$ cat src/rtl/gol_window.sv
// gol_window: streaming 3x3 neighbourhood generator for the Game-of-Life datapath.
// Cells arrive serially in raster order. A shift chain of 2*WIDTH+2 cells holds the
// two previous rows plus the window; together with the incoming cell it exposes the
// full 3x3 neighbourhood of the cell WIDTH+1 positions back. Neighbours that fall
// outside the grid are masked to dead at the output. After the last cell of a frame,
// WIDTH+1 dead padding cells are injected to drain the pending windows.
module gol_window #(
  parameter int WIDTH  = 16,
  parameter int HEIGHT = 16
) (
  input  logic                      clk,
  input  logic                      rst,
  input  logic                      in_valid,
  input  logic                      in_cell,
  output logic                      in_ready,
  output logic                      out_valid,
  output logic                      center,
  output logic                      a,
  output logic                      b,
  output logic                      c,
  output logic                      d,
  output logic                      e,
  output logic                      f,
  output logic                      g,
  output logic                      h,
  output logic [$clog2(WIDTH)-1:0]  out_x,
  output logic [$clog2(HEIGHT)-1:0] out_y
);

  localparam int XW     = $clog2(WIDTH);
  localparam int YW     = $clog2(HEIGHT);
  // Stored history: two full rows plus two cells; the incoming cell completes the window.
  localparam int SR_LEN = WIDTH + WIDTH + 32'sd2;

  // Tap positions in the extended chain {history, incoming}; index 0 is the newest cell.
  localparam int I_H   = 32'sd0;
  localparam int I_G   = 32'sd1;
  localparam int I_F   = 32'sd2;
  localparam int I_E   = WIDTH;
  localparam int I_CTR = WIDTH + 32'sd1;
  localparam int I_D   = WIDTH + 32'sd2;
  localparam int I_C   = WIDTH + WIDTH;
  localparam int I_B   = WIDTH + WIDTH + 32'sd1;
  localparam int I_A   = WIDTH + WIDTH + 32'sd2;

  localparam logic [XW-1:0] X_ZERO = {XW{1'b0}};
  localparam logic [YW-1:0] Y_ZERO = {YW{1'b0}};
  localparam logic [YW-1:0] Y_ONE  = {{(YW - 32'sd1){1'b0}}, 1'b1};
  localparam logic [XW-1:0] X_LAST = XW'(WIDTH - 32'sd1);
  localparam logic [YW-1:0] Y_LAST = YW'(HEIGHT - 32'sd1);

  // Window bit order: {center, a, b, c, d, e, f, g, h}
  localparam logic [8:0] KEEP_COL_FIRST = 9'h16B;  // drop a, d, f
  localparam logic [8:0] KEEP_COL_LAST  = 9'h1D6;  // drop c, e, h
  localparam logic [8:0] KEEP_ROW_FIRST = 9'h11F;  // drop a, b, c
  localparam logic [8:0] KEEP_ROW_LAST  = 9'h1F8;  // drop f, g, h

  typedef enum logic [1:0] {
    ST_FILL  = 2'd0,
    ST_RUN   = 2'd1,
    ST_FLUSH = 2'd2
  } state_t;

  state_t              state_q;
  logic [SR_LEN-1:0]   sr_q;
  logic [XW-1:0]       ix_q;
  logic [YW-1:0]       iy_q;
  logic [XW-1:0]       ox_q;
  logic [YW-1:0]       oy_q;
  logic                in_ready_q;
  logic                out_valid_q;
  logic [8:0]          win_q;
  logic [XW-1:0]       out_x_q;
  logic [YW-1:0]       out_y_q;

  logic                accept_s;
  logic                step_s;
  logic                emit_s;
  logic                new_cell_s;
  logic [SR_LEN:0]     sr_d;
  logic [8:0]          raw_win_s;
  logic [8:0]          win_d;

  // Force neighbours outside the grid to dead; corners combine two rules.
  function automatic logic [8:0] mask_window(
    input logic [8:0] raw,
    input logic       col_first,
    input logic       col_last,
    input logic       row_first,
    input logic       row_last
  );
    logic [8:0] keep;
    keep = 9'h1FF;
    if (col_first) keep = keep & KEEP_COL_FIRST;
    else           keep = keep;
    if (col_last)  keep = keep & KEEP_COL_LAST;
    else           keep = keep;
    if (row_first) keep = keep & KEEP_ROW_FIRST;
    else           keep = keep;
    if (row_last)  keep = keep & KEEP_ROW_LAST;
    else           keep = keep;
    return raw & keep;
  endfunction

  // Decide whether the chain steps this cycle and build the masked window it exposes.
  always_comb begin
    accept_s = in_valid & in_ready_q;
    if (state_q == ST_FLUSH) begin
      step_s     = 1'b1;
      emit_s     = 1'b1;
      new_cell_s = 1'b0;
    end else begin
      step_s     = accept_s;
      emit_s     = accept_s & (state_q == ST_RUN);
      new_cell_s = in_cell;
    end
    sr_d      = {sr_q, new_cell_s};
    raw_win_s = {sr_d[I_CTR], sr_d[I_A], sr_d[I_B], sr_d[I_C], sr_d[I_D],
                 sr_d[I_E], sr_d[I_F], sr_d[I_G], sr_d[I_H]};
    win_d     = mask_window(raw_win_s, ox_q == X_ZERO, ox_q == X_LAST,
                            oy_q == Y_ZERO, oy_q == Y_LAST);
  end

  // Frame sequencing, coordinate counters, line buffers and registered outputs.
  always_ff @(posedge clk) begin
    if (rst) begin
      state_q     <= ST_FILL;
      sr_q        <= {SR_LEN{1'b0}};
      ix_q        <= X_ZERO;
      iy_q        <= Y_ZERO;
      ox_q        <= X_ZERO;
      oy_q        <= Y_ZERO;
      in_ready_q  <= 1'b1;
      out_valid_q <= 1'b0;
      win_q       <= 9'h000;
      out_x_q     <= X_ZERO;
      out_y_q     <= Y_ZERO;
    end else begin
      out_valid_q <= emit_s;
      if (step_s) begin
        sr_q <= sr_d[SR_LEN-1:0];
      end
      if (accept_s) begin
        if (ix_q == X_LAST) begin
          ix_q <= X_ZERO;
          iy_q <= (iy_q == Y_LAST) ? Y_ZERO : iy_q + 1'b1;
        end else begin
          ix_q <= ix_q + 1'b1;
        end
      end
      if (emit_s) begin
        win_q   <= win_d;
        out_x_q <= ox_q;
        out_y_q <= oy_q;
        if (ox_q == X_LAST) begin
          ox_q <= X_ZERO;
          oy_q <= (oy_q == Y_LAST) ? Y_ZERO : oy_q + 1'b1;
        end else begin
          ox_q <= ox_q + 1'b1;
        end
      end
      case (state_q)
        ST_FILL: begin
          // Cell index WIDTH is the last one needed before window (0,0) can form.
          if (accept_s && ix_q == X_ZERO && iy_q == Y_ONE) begin
            state_q <= ST_RUN;
          end
        end
        ST_RUN: begin
          if (accept_s && ix_q == X_LAST && iy_q == Y_LAST) begin
            state_q    <= ST_FLUSH;
            in_ready_q <= 1'b0;
          end
        end
        ST_FLUSH: begin
          if (ox_q == X_LAST && oy_q == Y_LAST) begin
            state_q    <= ST_FILL;
            in_ready_q <= 1'b1;
          end
        end
        default: begin
          state_q    <= ST_FILL;
          in_ready_q <= 1'b1;
        end
      endcase
    end
  end

  assign in_ready  = in_ready_q;
  assign out_valid = out_valid_q;
  assign center    = win_q[8];
  assign a         = win_q[7];
  assign b         = win_q[6];
  assign c         = win_q[5];
  assign d         = win_q[4];
  assign e         = win_q[3];
  assign f         = win_q[2];
  assign g         = win_q[1];
  assign h         = win_q[0];
  assign out_x     = out_x_q;
  assign out_y     = out_y_q;

endmodule

$ cat config.mk
export PLATFORM = sky130hd
export DESIGN_NAME = gol_window
export DESIGN_NICKNAME = d
export VERILOG_FILES = /design/src/rtl/gol_window.sv
export SDC_FILE = /design/constraint.sdc
export NUM_CORES = 1
export LEC_CHECK = 0
export CAP_MARGIN = 0
export CORE_MARGIN = 4
export CORE_UTILIZATION = 33
export CTS_CLUSTER_DIAMETER = 150
export DETAILED_ROUTE_END_ITERATION = 16
export GPL_TIMING_DRIVEN = 0
export SLEW_MARGIN = 20
export SYNTH_ARGS = -nofsm -noshare
export SYNTH_HDL_FRONTEND = slang
export SYNTH_SLANG_ARGS = --single-unit
$ cat constraint.sdc
create_clock -name clk -period 1.6 [get_ports clk]
set_input_delay 0.32 -clock clk [delete_from_list [all_inputs] [get_ports clk]]
set_output_delay 0.32 -clock clk [all_outputs]
set_load 0.03 [all_outputs]
==> impl_results.md <==
* Measured slew at the worst slew-check pin at between 500 and 600 ps
* FFs w/ async S/R, synth at 0
* Drt wl/cell at between 10 and 15 um
* RSZ-0062 raised after global routing: no
* FF+latch count, synth at 71
* GRT Resource Usage Total at 0.1300
* CP max-delay cell: dfxtp_2
* CTS tree: built
* Fill count at 841
* Max Cap Viol at 0
* DP HPWL at 4158 um
* Worst-path clk slew at 80 ps
* # clock sinks at 71
* Pre-CTS setup slack at -586.6 ps
* HP Class: reg2reg
* Arrival @ worst endpoint at between 1000 and 1500 ps
* Placeable core region at 0.008217 mm2
* Die ar. at about 0.010 mm2
* Final GP Congestion at ~0.8
* Final Hold Fails at 0
* CP Cell Sequence: dlygate4sd2_1
* Final setup fails at 0
* Initial antenna violation count at 0
* Placed inst area at 0.003122 mm2
* Crit share post-route at 0.9570
* First-pass GRT wire length at 10230 um
* Final WL at 6024 um
* YS warnings at 0
* Die Height at 99.77 um
* Synthesized area at 0.002779 mm2
* Boundary Pins at 23
* Req. time, crit path at 1280 ps
* CP max stage delay at between 400 and 500 ps
* Worst Setup Start Kind: register
* CTS root buf: clkbuf_8
* Clock Latency Late Sink at 340 ps
* Syn Inst Count at 342
* Final Non-Filler Cells at approximately 480
* ANT nets after route at 0
* Skew final at 7.004 ps
* Power density over the cells at 1066 mW/mm2
* EDFF count, synth at 0
* Initial Util at 0.3382
* CP max FO at 7
* H-tree depth at 3
* Layout cells sized above 1 at 0.1190
* GRT Residual Overflow at 0
* P&R area growth vs syn at 22.65%
* Synth Net Count at 354
* Inst Count DP at 468
* WS Path Type: reg2out
* Number of port buffers at 21
* Top delay family on crit path: flip-flops
* Avg Inst Size Synth at 8.125 um2
* Vias in the first global route at 2187
* Drt initial violations at roughly 120
* Vias per inst at 4.857
* Commonest cells after routing, fill and taps aside: nand2_1 (96), dfxtp_1 (65), a21oi_1 (60)
* Remaining DRCs at 0
* Fin nets at 385
* Clk buf depth at 2
* # rows at 33
* Rel. slew slack at 0.6341
* Worst VDD drop at 0.4097 mV
* Post-route cell area at 0.003408 mm2
* Worst path bufs/invs at 1
* Final core occ at 0.4148
* Fin. max-slew vios at 0
* Vias at approximately 2300
* Fmax achieved at 653.1 MHz
* Seq/Total Area, Yosys at 0.5115
* Die Span X at 99.77 um
* Distinct cells, synth at 36
* Reg2reg setup slack at 80 ps
* Largest net degree at the start of global routing at 13
* Fin crit period at between 1500 and 2000 ps
* Top cell type by total area after synthesis: dfxtp_1
* Status: finished clean
* Top-area cell type share of the netlist area at 0.5115
* CP endpoint kind: output pin
* DRT Pass-1 Iters at 4
* Final Power at 3.633 mW
* CTS Hold Bufs at 0
* Cell leakage power at 1.256 nW
* Final worst slack at just under 70 ps
* Diode count at 0
* TritonCTS Buffers at 9
* Most common cell after layout, fill and taps aside: nand2_1
* Ranking of synthesized cells by area: dfxtp_1 (51%), nand2_1 (13%), a21oi_1 (11%)
* Ys flop type: dfxtp_1
[cells by family (layout without fill, tap and decap cells)]
kind of cell / count (synthesis) / in the layout / share of synthesized area
fa+ha+maj: 8 / 8 / 0.03602
xor+xnor: 7 / 7 / 0.02206
compound gates: 75 / 75 / 0.1459
buf+inv: 27 / 63 / 0.03962
flops: 71 / 71 / 0.5115
simple gates: 153 / 153 / 0.2413
mux: 1 / 1 / 0.003602
[sequential cells by signal (all words and copies together), names as in the netlist]
name	flops
out_valid	1
out_x	4
state_q	2
iy_q	4
out_y	4
ix_q	4
oy_q	4
sr_q	34
win_q	9
in_ready	1
ox_q	4
[cell usage after synthesis, drive strengths merged (2+ instances only)]
| cell type | instances |
|---|---|
| nor3b | 2 |
| nor2 | 14 |
| o21ai | 4 |
| xnor2 | 3 |
| a41oi | 2 |
| clkbuf | 12 |
| buf | 7 |
| inv | 8 |
| nand4 | 2 |
| nand2b | 2 |
| nor3 | 6 |
| nand2 | 98 |
| ha | 8 |
| nand3b | 2 |
| and4b | 2 |
| nand3 | 16 |
| dfxtp | 71 |
| a21oi | 61 |
| a211oi | 2 |
| and3 | 2 |
| xor2 | 4 |
[metal layers]
layer,vias to the layer above,part of all wire,GRT usage
li1,1213,-,-
met1,1090,0.47,0.1584
met2,32,0.47,0.2109
met3,11,0.036,0.03436
met4,0,0.026,0.06513
met5,-,0,0
[power breakdown]
group	leakage, nW	switching, mW	total (mW)	internal, mW
clock	0.122	0.663	1.73	1.07
combinational	0.559	0.0790	0.115	0.0357
sequential	0.574	0.00808	1.78	1.77
[what timing repair did]
| item | CTS | global route |
|---|---|---|
| setup buffers | 0 | 0 |
| hold endpoints to repair | 0 | 0 |
| pin swaps | 0 | 0 |
| setup endpoints to repair | 79 | 48 |
| resized for setup | 35 | 12 |
[layout make-up]
type / count / area (um2) / share of cell area
Sequential cell: 71 / 1429 / 0.4192
Multi-Input combinational cell: 244 / 1295 / 0.3800
Timing Repair Buffer: 21 / 185.2 / 0.05433
Clock buffer: 10 / 137.6 / 0.04038
Tap cell: 105 / 131.4 / 0.03855
Clock inverter: 6 / 107.6 / 0.03157
Buffer: 18 / 92.59 / 0.02717
Inverter: 8 / 30.03 / 0.008811
[worst min-delay path, stage by stage (launching register included)]
cell and delay [ps]:
dfxtp_1 310, nand2_1 50, a21oi_1 50
[stage by stage]
stage / hold slack, ps / setup TNS, ps
global route: 464.7 / 0
detailed placement: 444.6 / -32380
global placement: 438.6 / -31070
finish: 448.2 / 0
floorplan: 432.1 / 0
CTS: 453.0 / 0
[final timing paths]
| path | startpoint | end | cells past startpoint |
|---|---|---|---|
| min reg2reg | out_x[2] | out_x[2] | 2 |
| min | out_x[2] | out_x[2] | 2 |
| max reg2reg | in_ready | oy_q[3] | 4 |
| max | in_ready | in_ready | 1 |
No activity file was read; power rests on OpenSTA's default activity.
